--- src/rtl/datapath.sv ---
// datapath: 24 x 32-bit register file sharing one 32-bit bus.
// encIn is a one-hot bus-source select; the lowest set bit in 0..23 wins.
// MDR loads either from memory (Read=1) or from the bus.
// Optional macro DATAPATH_R0_ZERO_EN: bus source 0 reads as constant zero.
module datapath (
  input  logic        Clock,
  input  logic        Clear,
  input  logic [31:0] Mdatain,
  input  logic [31:0] encIn,
  input  logic        Read,
  input  logic        R0in,  input logic R1in,  input logic R2in,  input logic R3in,
  input  logic        R4in,  input logic R5in,  input logic R6in,  input logic R7in,
  input  logic        R8in,  input logic R9in,  input logic R10in, input logic R11in,
  input  logic        R12in, input logic R13in, input logic R14in, input logic R15in,
  input  logic        HIin,
  input  logic        LOin,
  input  logic        ZHIin,
  input  logic        ZLOin,
  input  logic        PCin,
  input  logic        INPORTin,
  input  logic        CSIGNin,
  input  logic        MDRin,
  output logic [31:0] R0,  output logic [31:0] R1,  output logic [31:0] R2,  output logic [31:0] R3,
  output logic [31:0] R4,  output logic [31:0] R5,  output logic [31:0] R6,  output logic [31:0] R7,
  output logic [31:0] R8,  output logic [31:0] R9,  output logic [31:0] R10, output logic [31:0] R11,
  output logic [31:0] R12, output logic [31:0] R13, output logic [31:0] R14, output logic [31:0] R15,
  output logic [31:0] HI,
  output logic [31:0] LO,
  output logic [31:0] ZHI,
  output logic [31:0] ZLO,
  output logic [31:0] PC,
  output logic [31:0] MDR,
  output logic [31:0] INPORT,
  output logic [31:0] CSIGN,
  output logic [31:0] busMuxOut
);

  // Register slot numbering matches the encIn bit positions.
  localparam int NREG    = 24;
  localparam int MDR_IDX = 21;

  logic [31:0] r_regs [NREG];
  logic [23:0] w_en;
  logic [4:0]  w_idx;
  logic        w_valid;

  assign w_en = {CSIGNin, INPORTin, MDRin, PCin, ZLOin, ZHIin, LOin, HIin,
                 R15in, R14in, R13in, R12in, R11in, R10in, R9in, R8in,
                 R7in, R6in, R5in, R4in, R3in, R2in, R1in, R0in};

  // Register file: async clear, otherwise every enabled slot loads the bus
  // (MDR may take memory data instead).
  always_ff @(posedge Clock or negedge Clear) begin
    if (!Clear) begin
      for (int i = 0; i < NREG; i++) r_regs[i] <= 32'h0;
    end else begin
      for (int i = 0; i < NREG; i++) begin
        if (w_en[i]) begin
          if (i == MDR_IDX && Read) r_regs[i] <= Mdatain;
          else                      r_regs[i] <= busMuxOut;
        end
      end
    end
  end

  // Priority encoder: scanning downward lets the lowest set bit overwrite.
  always_comb begin
    w_idx   = 5'd0;
    w_valid = 1'b0;
    for (int i = NREG - 1; i >= 0; i--) begin
      if (encIn[i]) begin
        w_idx   = i[4:0];
        w_valid = 1'b1;
      end
    end
  end

  // Bus multiplexer: zero when no source in 0..23 is selected.
  always_comb begin
    busMuxOut = 32'h0;
    if (w_valid) busMuxOut = r_regs[w_idx];
`ifdef DATAPATH_R0_ZERO_EN
    if (w_valid && w_idx == 5'd0) busMuxOut = 32'h0;
`else
`endif
  end

  assign R0  = r_regs[0];  assign R1  = r_regs[1];  assign R2  = r_regs[2];  assign R3  = r_regs[3];
  assign R4  = r_regs[4];  assign R5  = r_regs[5];  assign R6  = r_regs[6];  assign R7  = r_regs[7];
  assign R8  = r_regs[8];  assign R9  = r_regs[9];  assign R10 = r_regs[10]; assign R11 = r_regs[11];
  assign R12 = r_regs[12]; assign R13 = r_regs[13]; assign R14 = r_regs[14]; assign R15 = r_regs[15];
  assign HI     = r_regs[16];
  assign LO     = r_regs[17];
  assign ZHI    = r_regs[18];
  assign ZLO    = r_regs[19];
  assign PC     = r_regs[20];
  assign MDR    = r_regs[21];
  assign INPORT = r_regs[22];
  assign CSIGN  = r_regs[23];

endmodule

--- config.mk ---
export PLATFORM = sky130hd
export DESIGN_NAME = datapath
export DESIGN_NICKNAME = d
export VERILOG_FILES = /design/src/rtl/datapath.sv
export SDC_FILE = /design/constraint.sdc
export NUM_CORES = 1
export LEC_CHECK = 0
export CAP_MARGIN = 0
export CORE_AREA = 5 5 339 341
export DETAILED_ROUTE_END_ITERATION = 8
export DIE_AREA = 0 0 344 346
export GPL_TIMING_DRIVEN = 0
export PLACE_DENSITY = 0.53
export SYNTH_ARGS = -nofsm -noshare
export SYNTH_HDL_FRONTEND = slang
export SYNTH_SLANG_ARGS = --single-unit
--- constraint.sdc ---
create_clock -name Clock -period 5.63 [get_ports Clock]
set_input_delay 1.126 -clock Clock [delete_from_list [all_inputs] [get_ports Clock]]
set_output_delay 1.126 -clock Clock [all_outputs]
set_load 0.01 [all_outputs]
# After elaboration in Yosys (flattened, before gate mapping)
# Index checks and enable logic that the tools add are counted.
# classes
magnitude_cmp,1
muxes,53
bitwise_logic,1
# op_table
op,n
binary-select mux 32 bit (select 5 bit),1
two-way mux 32 bit,4
two-way mux 5 bit,24
two-way mux 1 bit,24
greater-or-equal comparator 6 bit (second input constant),1
inverter 5 -> 6 bit,1
# totals
reg_bits,768
inputBits,91
out_inout_bits,800
wordCells,79

# Logic depth before layout (Yosys ltp)
# Gate-level depths: netlist of run 1.
# depth
word_depth,30
depth_mapped,15
ltp_nobuf,9

# Worst setup path before layout of run 1
# No wires, ideal clock.
# synth_timing
path_type,input -> output
startpoint,input port encIn[0]
endpoint,output port busMuxOut[23]
arrival_ns,3.676
required_time_ns,4.504
path_slack_ns,0.828
cell_stages,14
n_path_buf,5
path_cell_list,clkbuf_1 > nor2_1 > o31ai_1 > or2_2 > clkbuf_1 > and2_1 > buf_2 > nand2_1 > buf_1 > a211oi_1 > o32a_1 > o22a_2 > buf_6 > a21oi_1
# synth_between
elab_chain_len,6
word_cells_on_any_way,7
cone_classes,mux: 6; bitwise: 1
# synth_rtl
element,line,source
"start, declared",9,"input logic [31:0] encIn,"
two-way mux 5 bit,71,if (encIn[i]) begin
inverter 5 -> 6 bit (not written as such),81,if (w_valid) busMuxOut = r_regs[w_idx];
binary-select mux 32 bit (select 5 bit),81,
two-way mux 32 bit (not written as such) (2 in a row),81,
two-way mux 32 bit (*),81,
"end, declared",35,output logic [31:0] busMuxOut
# Every way passes the cells marked *; elsewhere a longest branch is shown, timed or not. The select of a mux whose other input is x is not followed.

# Final worst setup path of run 1
# layout_timing
startpoint,input port encIn[22]
endpoint,output port busMuxOut[25]
# layout_between
elab_chain_len,28
word_cells_on_any_way,51
cone_classes,mux: 50; bitwise: 1
# layout_rtl
element,line
two-way mux 5 bit (23 in a row),71
inverter 5 -> 6 bit (not written as such),81
binary-select mux 32 bit (select 5 bit),81
two-way mux 32 bit (not written as such) (2 in a row),81
two-way mux 32 bit (*),81
# Marks and branches as above.

==> results of run 1 <==
layout make-up:
type / instances / share of cell area (%)
flip-flops and latches: 768 / 35.1
multi-input cells: 2021 / 33.1
repair buffers: 972 / 17.9
clock buffers: 133 / 4.93
plain buffers: 306 / 4.42
well taps: 1500 / 3.43
clock inverters: 30 / 0.828
inverters: 33 / 0.226
diodes: 8 / 0.0366
metrics by stage:
| stage | setup WS [ns] | hold WS, ns | setup TNS [ns] |
|---|---|---|---|
| after floorplan | 0.828 | 0.537 | 0 |
| after global placement | -34.09 | 0.513 | - |
| after detailed placement | -2.49 | 0.518 | -588.02 |
| after CTS | -0.148 | 0.394 | -0.767 |
| after global routing | -0.207 | 0.434 | -0.703 |
| final | -0.176 | 0.394 | -0.613 |
power by group through the flow:
stage	sequential, mW	clock (mW)	combinational [mW]
after floorplan	6.52	0	1.18
after global placement	6.49	0	3.36
after detailed placement	6.48	0	3.39
after CTS	6.39	6.39	3.77
after global routing	6.45	6.61	3.96
final	6.41	6.35	3.83
critical path, delay by kind of cell:
family	cells	cell delay [ns]
buffers and inverters	7	1.67
AOI/OAI and AO/OA	4	1.18
muxes	1	0.10
and+or+nand+nor	2	0.58
cells by family after synthesis:
| family | count (synthesis) | synth area share [%] |
|---|---|---|
| AOI/OAI and AO/OA | 479 | 9.40 |
| DFF | 768 | 51.8 |
| and+or+nand+nor | 731 | 9.91 |
| muxes | 811 | 24.3 |
| buffers and inverters | 341 | 4.52 |
cell usage in the layout, fill, tap and decap left out, types with 13 or more instances in the layout:
cell | Yosys | final
nor2_1 | 73 | 72
a21oi_1 | 108 | 51
o22ai_1 | 18 | 17
clkdlybuf4s50_1 | 0 | 807
mux2i_4 | 0 | 26
buf_8 | 0 | 14
nand3_2 | 0 | 16
clkbuf_8 | 0 | 36
nand3_1 | 64 | 47
nor3_1 | 70 | 60
clkbuf_4 | 0 | 22
buf_6 | 22 | 53
o21ai_1 | 53 | 33
a21oi_2 | 0 | 52
buf_12 | 0 | 18
a211oi_1 | 34 | 26
o21ai_0 | 44 | 29
mux2_2 | 715 | 715
clkbuf_2 | 0 | 26
o32ai_1 | 30 | 23
buf_1 | 29 | 23
o21ai_2 | 0 | 34
buf_16 | 0 | 18
a31oi_2 | 0 | 19
nand2_1 | 405 | 402
and3_1 | 32 | 32
nor4_4 | 30 | 58
clkinv_2 | 0 | 13
clkbuf_16 | 0 | 93
o22ai_4 | 0 | 25
buf_2 | 65 | 22
buf_4 | 40 | 124
mux2i_1 | 96 | 66
clkbuf_1 | 152 | 107
a221o_1 | 61 | 61
a221oi_1 | 33 | 33
inv_1 | 33 | 33
dlygate4sd2_1 | 0 | 37
dfrtp_1 | 768 | 768
worst min path at each step:
stage                              from                  end  slack [ns]  depth (start not counted)
floorplan           MDR[23]$_DFFE_PN0P_  MDR[23]$_DFFE_PN0P_        0.54                          2
global placement    R10[22]$_DFFE_PN0P_  R10[22]$_DFFE_PN0P_        0.51                          1
detailed placement   R2[24]$_DFFE_PN0P_   R2[24]$_DFFE_PN0P_        0.52                          1
CTS                               Clear    R4[2]$_DFFE_PN0P_        0.39                          1
global route                      Clear    R3[6]$_DFFE_PN0P_        0.43                          1
finish                            Clear    R3[6]$_DFFE_PN0P_        0.39                          1
per-layer routing:
| layer | routed length, µm | vias to the layer above |
|---|---|---|
| li1 | - | 13500 |
| met1 | 89000 | 17200 |
| met2 | 99200 | 1633 |
| met3 | 19000 | 348 |
| met4 | 10400 | 2 |
| met5 | 13 | - |
repair_timing:
action / CTS / global route
pin swaps: 98 / 17
buffers inserted: 85 / 13
cloned: 7 / 0
gates resized for setup: 687 / 42
endpoints found under the setup margin: 371 / 24
==> summary.md, run 1 <==
| Metric | Value |
|---|---|
| Part of the power in registers | 38.7% |
| M1 GR Usage | 46.6% |
| Avg Inst Size Synth | 11.8 µm² |
| Hold crit path type | input port to asynchronous set/reset pin |
| Core ar. | 0.112 mm² |
| Int Pwr | 11.4 mW |
| Total Routing Usage GR | 35.4% |
| Distinct cells, synth | 58 |
| Period utilisation layout | 103% |
| Worst path max stage delay | 0.54 ns |
| Vias in the first global route | 32500 |
| Tot Pwr | 16.6 mW |
| Net Sw Frac | 31.2% |
| Initial Utilization | 33.2% |
| Max cap viols | 0 |
| Dominant cells by area after synthesis | dfrtp_1 (52%), mux2_2 (22%), nand2_1 (4.1%), mux2i_1 (2.6%), nor4_4 (1.7%) |
| Worst path slowest cell | clkdlybuf4s50_1 |
| Power Dens Cells | 303 mW/mm² |
| Cell Chain, Critical Path | dlygate4sd2_1, nand2b_4, a2111o_1, a211oi_2, buf_6, buf_12, buf_16, buf_16, mux2i_4, o21ai_2, o32ai_2, nor4_4, buf_6, clkdlybuf4s50_1 |
| Worst Path Class, Setup | input port to output port |
| Cell Rows | 123 |
| Synth Register Bits | 768 |
| Post-synth top cells | dfrtp_1 (768), mux2_2 (715), nand2_1 (405), clkbuf_1 (152), a21oi_1 (108) |
| Post-synth top area share | 51.8% |
| Worst Path Required | 4.50 ns |
| Critical Path Sink Type | output port |
| Clk sinks | 768 |
| Placer Congestion | 0.946 |
| Drt drc | 0 |
| Maximum vdd drop | 200 µV |
| Reg2Reg Depth | 7 |
| Synth-to-layout area growth | 47.6% |
| Antenna violations before repair | 14 |
| Register area share after synthesis | 51.8% |
| Die X | 344 µm |
| Clock tree buffer depth | 3 |
| Worst-Margin Slew | 1.07 ns |
| Yosys top cell by area | dfrtp_1 |
| Port bufs | 858 |
| WL per Instance | 37.7 µm |
| Top-count cell post-synth | dfrtp_1 |
| Failing checks | setup timing |
| EDFF count, synth | 0 |
| Placed Area | 0.0478 mm² |
| Fillers | 10300 |
| Synth Cell Area | 0.0371 mm² |
| Final core utilization | 49.0% |
| Die Area | 0.119 mm² |
| H-tree depth | 3 |
| Combinational Power Share | 23.1% |
| CP Launch Type | input port |
| Post-synth ARST share | 100% |
| Largest net degree at the start of global routing | 113 |
| Clk_skew | 0.0270 ns |
| Placed Cells incl. Taps | 5497 |
| Grt met3 use | 9.63% |
| Vias per cell | 5.67 |
| Final Critical Period | 5.81 ns |
| Syn. warnings | 0 |
| Final Cell Area | 0.0547 mm² |
| Final setup viols | 8 |
| Slew margin rel. | 28.5% |
| Hpwl dp | 170 mm |
| Synthesized Nets | 3221 |
| Critical-path maximum fanout | 7 |
| CTS tree | done |
| Fraction of layout cells with a size suffix above 1 | 35.0% |
| CTS Buf Count | 90 |
| Unrepaired setup endpoints after global routing | yes |
| # hold bufs at CTS | 0 |
| P_leak | 23.9 nW |
| End of the worst register-to-register path | R13[19]$_DFFE_PN0P_ |
| DR vias | 32700 |
| Boundary Pins | 891 |
| Worst setup endpoint | busMuxOut[25] |
| First-pass GRT wire length | 292 mm |
| FF-to-FF Start | R11[19]$_DFFE_PN0P_ |
| Initial drt markers | 3199 |
| Clk pwr share | 38.3% |
| Met2 Use GR | 55.9% |
| Final instance count without filler cells | 5771 |
| Net Sw Power | 5.18 mW |
| Final worst slack | -0.176 ns |
| DRT antenna net count | 0 |
| Grt total ovfl | 0 |
| CP Launch Point | encIn[22] |
| Root Driver | clkbuf_16 |
| Status | finished, violations left |
| Nets | 4283 |
| Die Y-Extent | 346 µm |
| Cell count after synthesis | 3130 |
| Clk slew on worst S/H paths | 0.06 ns |
| Worst Path Arrival | 4.68 ns |
| Area of the multi-input gates | 0.0181 mm² |
| Final WL | 218 mm |
| GRT Max-Usage Layer | met2 |
| Final hold vios | 0 |
| Worst-skew pair later-pin latency | 0.69 ns |
| Max Clk Rate | 172 MHz |
| Register area | 0.0192 mm² |
| R2R setup slack | 3.21 ns |
| Slew Viols, Final | 0 |
| Pre-Repair DR Iteration Count | 5 |
| Top_reg_cell synth | dfrtp_1 |
No activity file was read; power rests on OpenSTA's default activity.
==> run 2: changes to the inputs <==
--- a/config.mk
+++ b/config.mk
@@ -6,11 +6,11 @@
 export NUM_CORES = 1
 export LEC_CHECK = 0
 export CAP_MARGIN = 0
-export CORE_AREA = 5 5 339 341
+export CORE_AREA = 5 5 348 350
 export DETAILED_ROUTE_END_ITERATION = 8
-export DIE_AREA = 0 0 344 346
+export DIE_AREA = 0 0 353 355
 export GPL_TIMING_DRIVEN = 0
-export PLACE_DENSITY = 0.53
+export PLACE_DENSITY = 0.51
 export SYNTH_ARGS = -nofsm -noshare
 export SYNTH_HDL_FRONTEND = slang
 export SYNTH_SLANG_ARGS = --single-unit
==> constraint.sdc (replaced) <==
create_clock -name Clock -period 5.63 [get_ports Clock]
set_input_delay 1.689 -clock Clock [delete_from_list [all_inputs] [get_ports Clock]]
set_output_delay 1.689 -clock Clock [all_outputs]
set_load 0.01 [all_outputs]
==> summary.md, run 2 (synthesized netlist as in run 1, its figures left out) <==
| Metric | Value |
|---|---|
| Worst-skew pair later-pin latency | 0.69 ns (about the same) |
| Critical Path Sink Type | output port |
| Total Routing Usage GR | 34.3% (-1.1 points) |
| First-pass GRT wire length | 298 mm (+2.0%) |
| Initial Utilization | 31.6% (-1.7 points) |
| Grt total ovfl | 0 (unchanged) |
| Die X | 353 µm (+2.6%) |
| DR vias | 33200 (+1.4%) |
| Critical-path maximum fanout | 10 (+3) |
| Port bufs | 858 (unchanged) |
| Final worst slack | -0.952 ns (-0.776 ns) |
| Boundary Pins | 891 (unchanged) |
| Failing checks | setup timing |
| Final setup viols | 32 (+24) |
| Placer Congestion | 0.945 (-0.16%) |
| Hpwl dp | 172 mm (+1.1%) |
| Commonest cells after routing, fill and taps aside | clkdlybuf4s50_1 (802), dfrtp_1 (768), mux2_2 (713), nand2_1 (391), buf_4 (193) |
| # hold bufs at CTS | 0 (unchanged) |
| Worst-Margin Slew | 1.23 ns (+0.157 ns) |
| Max cap viols | 0 (unchanged) |
| Slew margin rel. | 18.0% (-10 points) |
| CTS Buf Count | 93 (+3.3%) |
| Root Driver | clkbuf_16 |
| Worst Path Arrival | 4.89 ns (+0.21 ns) |
| End of the worst register-to-register path | R13[17]$_DFFE_PN0P_ |
| CTS tree | done |
| Drt drc | 0 (unchanged) |
| Die Y-Extent | 355 µm (+2.6%) |
| Vias per cell | 5.62 (-0.94%) |
| Fraction of layout cells with a size suffix above 1 | 39.3% (+4.4 points) |
| Nets | 4380 (+2.3%) |
| H-tree depth | 3 (unchanged) |
| Hold EP | R10[0]$_DFFE_PN0P_ |
| Core ar. | 0.117 mm² (+5.3%) |
| Max Clk Rate | 152 MHz (-12%) |
| Synth-to-layout area growth | 52.2% |
| R2R setup slack | 3.10 ns (-0.11 ns) |
| Status | finished, violations left |
| DRT antenna net count | 0 (unchanged) |
| Die Area | 0.125 mm² (+5.3%) |
| Worst Path Class, Setup | input port to output port |
| Slew Viols, Final | 0 (unchanged) |
| Vias in the first global route | 33200 (+2.0%) |
| Final WL | 224 mm (+3.1%) |
| Largest net degree at the start of global routing | 116 (+2.7%) |
| Clk slew on worst S/H paths | 0.06 ns (about the same) |
| P_leak | 24.6 nW (+2.7%) |
| Initial drt markers | 2904 (-9.2%) |
| Hold Path Stages | 1 |
| CP Launch Type | input port |
| Maximum vdd drop | 209 µV (+4.9%) |
| Reg2Reg Depth | 9 (+2) |
| Hold crit path type | register to register |
| Clk_skew | 0.0282 ns (+0.00117 ns) |
| Clk sinks | 768 (unchanged) |
| Cell Rows | 126 (+2.4%) |
| FF-to-FF Start | R5[17]$_DFFE_PN0P_ |
| Pre-Repair DR Iteration Count | 8 (+3) |
| Final hold vios | 0 (unchanged) |
| Worst Path Required | 3.94 ns (-0.56 ns) |
| Power Dens Cells | 295 mW/mm² (-2.7%) |
| Placed Area | 0.0478 mm² (+0.14%) |
| Clock tree buffer depth | 3 (unchanged) |
| Most common cell after layout, fill and taps aside | clkdlybuf4s50_1 |
| Hold Startpoint | R10[0]$_DFFE_PN0P_ |
| Hold_ws | 0.530 ns (+0.137 ns) |
| CP Launch Point | encIn[22] |
| Antenna violations before repair | 14 (unchanged) |
| WL per Instance | 38.0 µm (+0.70%) |
| Final Critical Period | 6.58 ns (+0.776 ns) |
| Period utilisation layout | 117% (+14 points) |
| Unrepaired setup endpoints after global routing | yes |
| Final Cell Area | 0.0564 mm² (+3.1%) |
[run 2: cell count changes in the layout (fill, tap and decap cells not counted), moves of 11 or more]
cell | previous run | this run
buf_12 | 18 | 33
o32ai_1 | 23 | 10
dlygate4sd2_1 | 37 | 5
nand2_1 | 402 | 391
buf_4 | 124 | 193
a31oi_4 | 1 | 16
o21ai_0 | 29 | 12
buf_6 | 53 | 101
a31oi_1 | 12 | 1
a221oi_1 | 33 | 16
a221oi_2 | 0 | 17
[run 2: through the flow]
| step | util, % | setup TNS (ns) | setup slack (ns) | power [mW] | std cells |
|---|---|---|---|---|---|
| after global placement | 40.6 | - | -35.13 | 9.86 | 5524 |
| after global routing | 48.0 | -27.37 | -0.966 | 17.1 | 5900 |
| after detailed placement | 40.7 | -947.41 | -3.40 | 9.87 | 5531 |
| after CTS | 47.0 | -27.22 | -1.17 | 16.6 | 5842 |
| final | 48.0 | -26.50 | -0.952 | 16.6 | 5907 |
| after floorplan | - | -0.0590 | -0.0590 | 7.71 | 3130 |
[run 2: timing repair]
action / 4_1_cts / 5_1_grt
hold endpoints to repair: 0 / 0
setup endpoints to repair: 791 / 32
pin swaps: 126 / 80
gates resized for setup: 910 / 185
cloned: 4 / 3
buffers inserted: 148 / 61
[run 2: cell type report]
class / instances / area (µm²)
antenna: 10 / 25.0
buffer: 297 / 2460
clock buffer: 145 / 2870
clock inverter: 22 / 236
fill: 10900 / 61000
inverter: 33 / 124
multi-input combinational: 2021 / 18800
sequential: 768 / 19200
tap: 1536 / 1920
timing repair buffer: 1075 / 10800
[run 2: critical path, stage by stage]
cell and delay [ns]:
buf_6 0.09, nand2b_4 0.13, a2111o_2 0.58, a211oi_4 0.33, buf_6 0.19, buf_12 0.12
buf_12 0.12, buf_16 0.14, buf_4 0.14, buf_8 0.16, nand2_1 0.07, nand3_1 0.18
a211oi_2 0.12, nor4_4 0.46, buf_6 0.21, buf_6 0.11
[run 2: worst max-delay path by stage]
stage / to / slack, ns / cells after the start
after floorplan: busMuxOut[23] / -0.06 / 13
after global placement: HI[27]$_DFFE_PN0P_ / -35.13 / 1
after detailed placement: busMuxOut[7] / -3.40 / 13
after CTS: busMuxOut[21] / -1.17 / 14
after global routing: busMuxOut[4] / -0.97 / 17
final: busMuxOut[4] / -0.95 / 16
[run 2: power by group]
part | internal (mW) | switching [mW] | leakage (nW) | total [mW]
Clock | 3.67 | 2.59 | 1.54 | 6.26
Sequential | 5.94 | 0.450 | 10.5 | 6.39
Combinational | 1.79 | 2.21 | 12.5 | 4.00
Total | 11.4 | 5.25 | 24.5 | 16.6
[run 2: routing by layer]
metal | vias up | GRT usage [%] | share of wire [%] | wire length [µm]
met3 | 370 | 10.7 | 9.3 | 20800
li1 | 13700 | - | - | -
met1 | 17500 | 43.5 | 40 | 90400
met2 | 1608 | 55.6 | 46 | 103000
met5 | - | 0 | 0 | 0
met4 | 0 | 12.1 | 4.4 | 9870
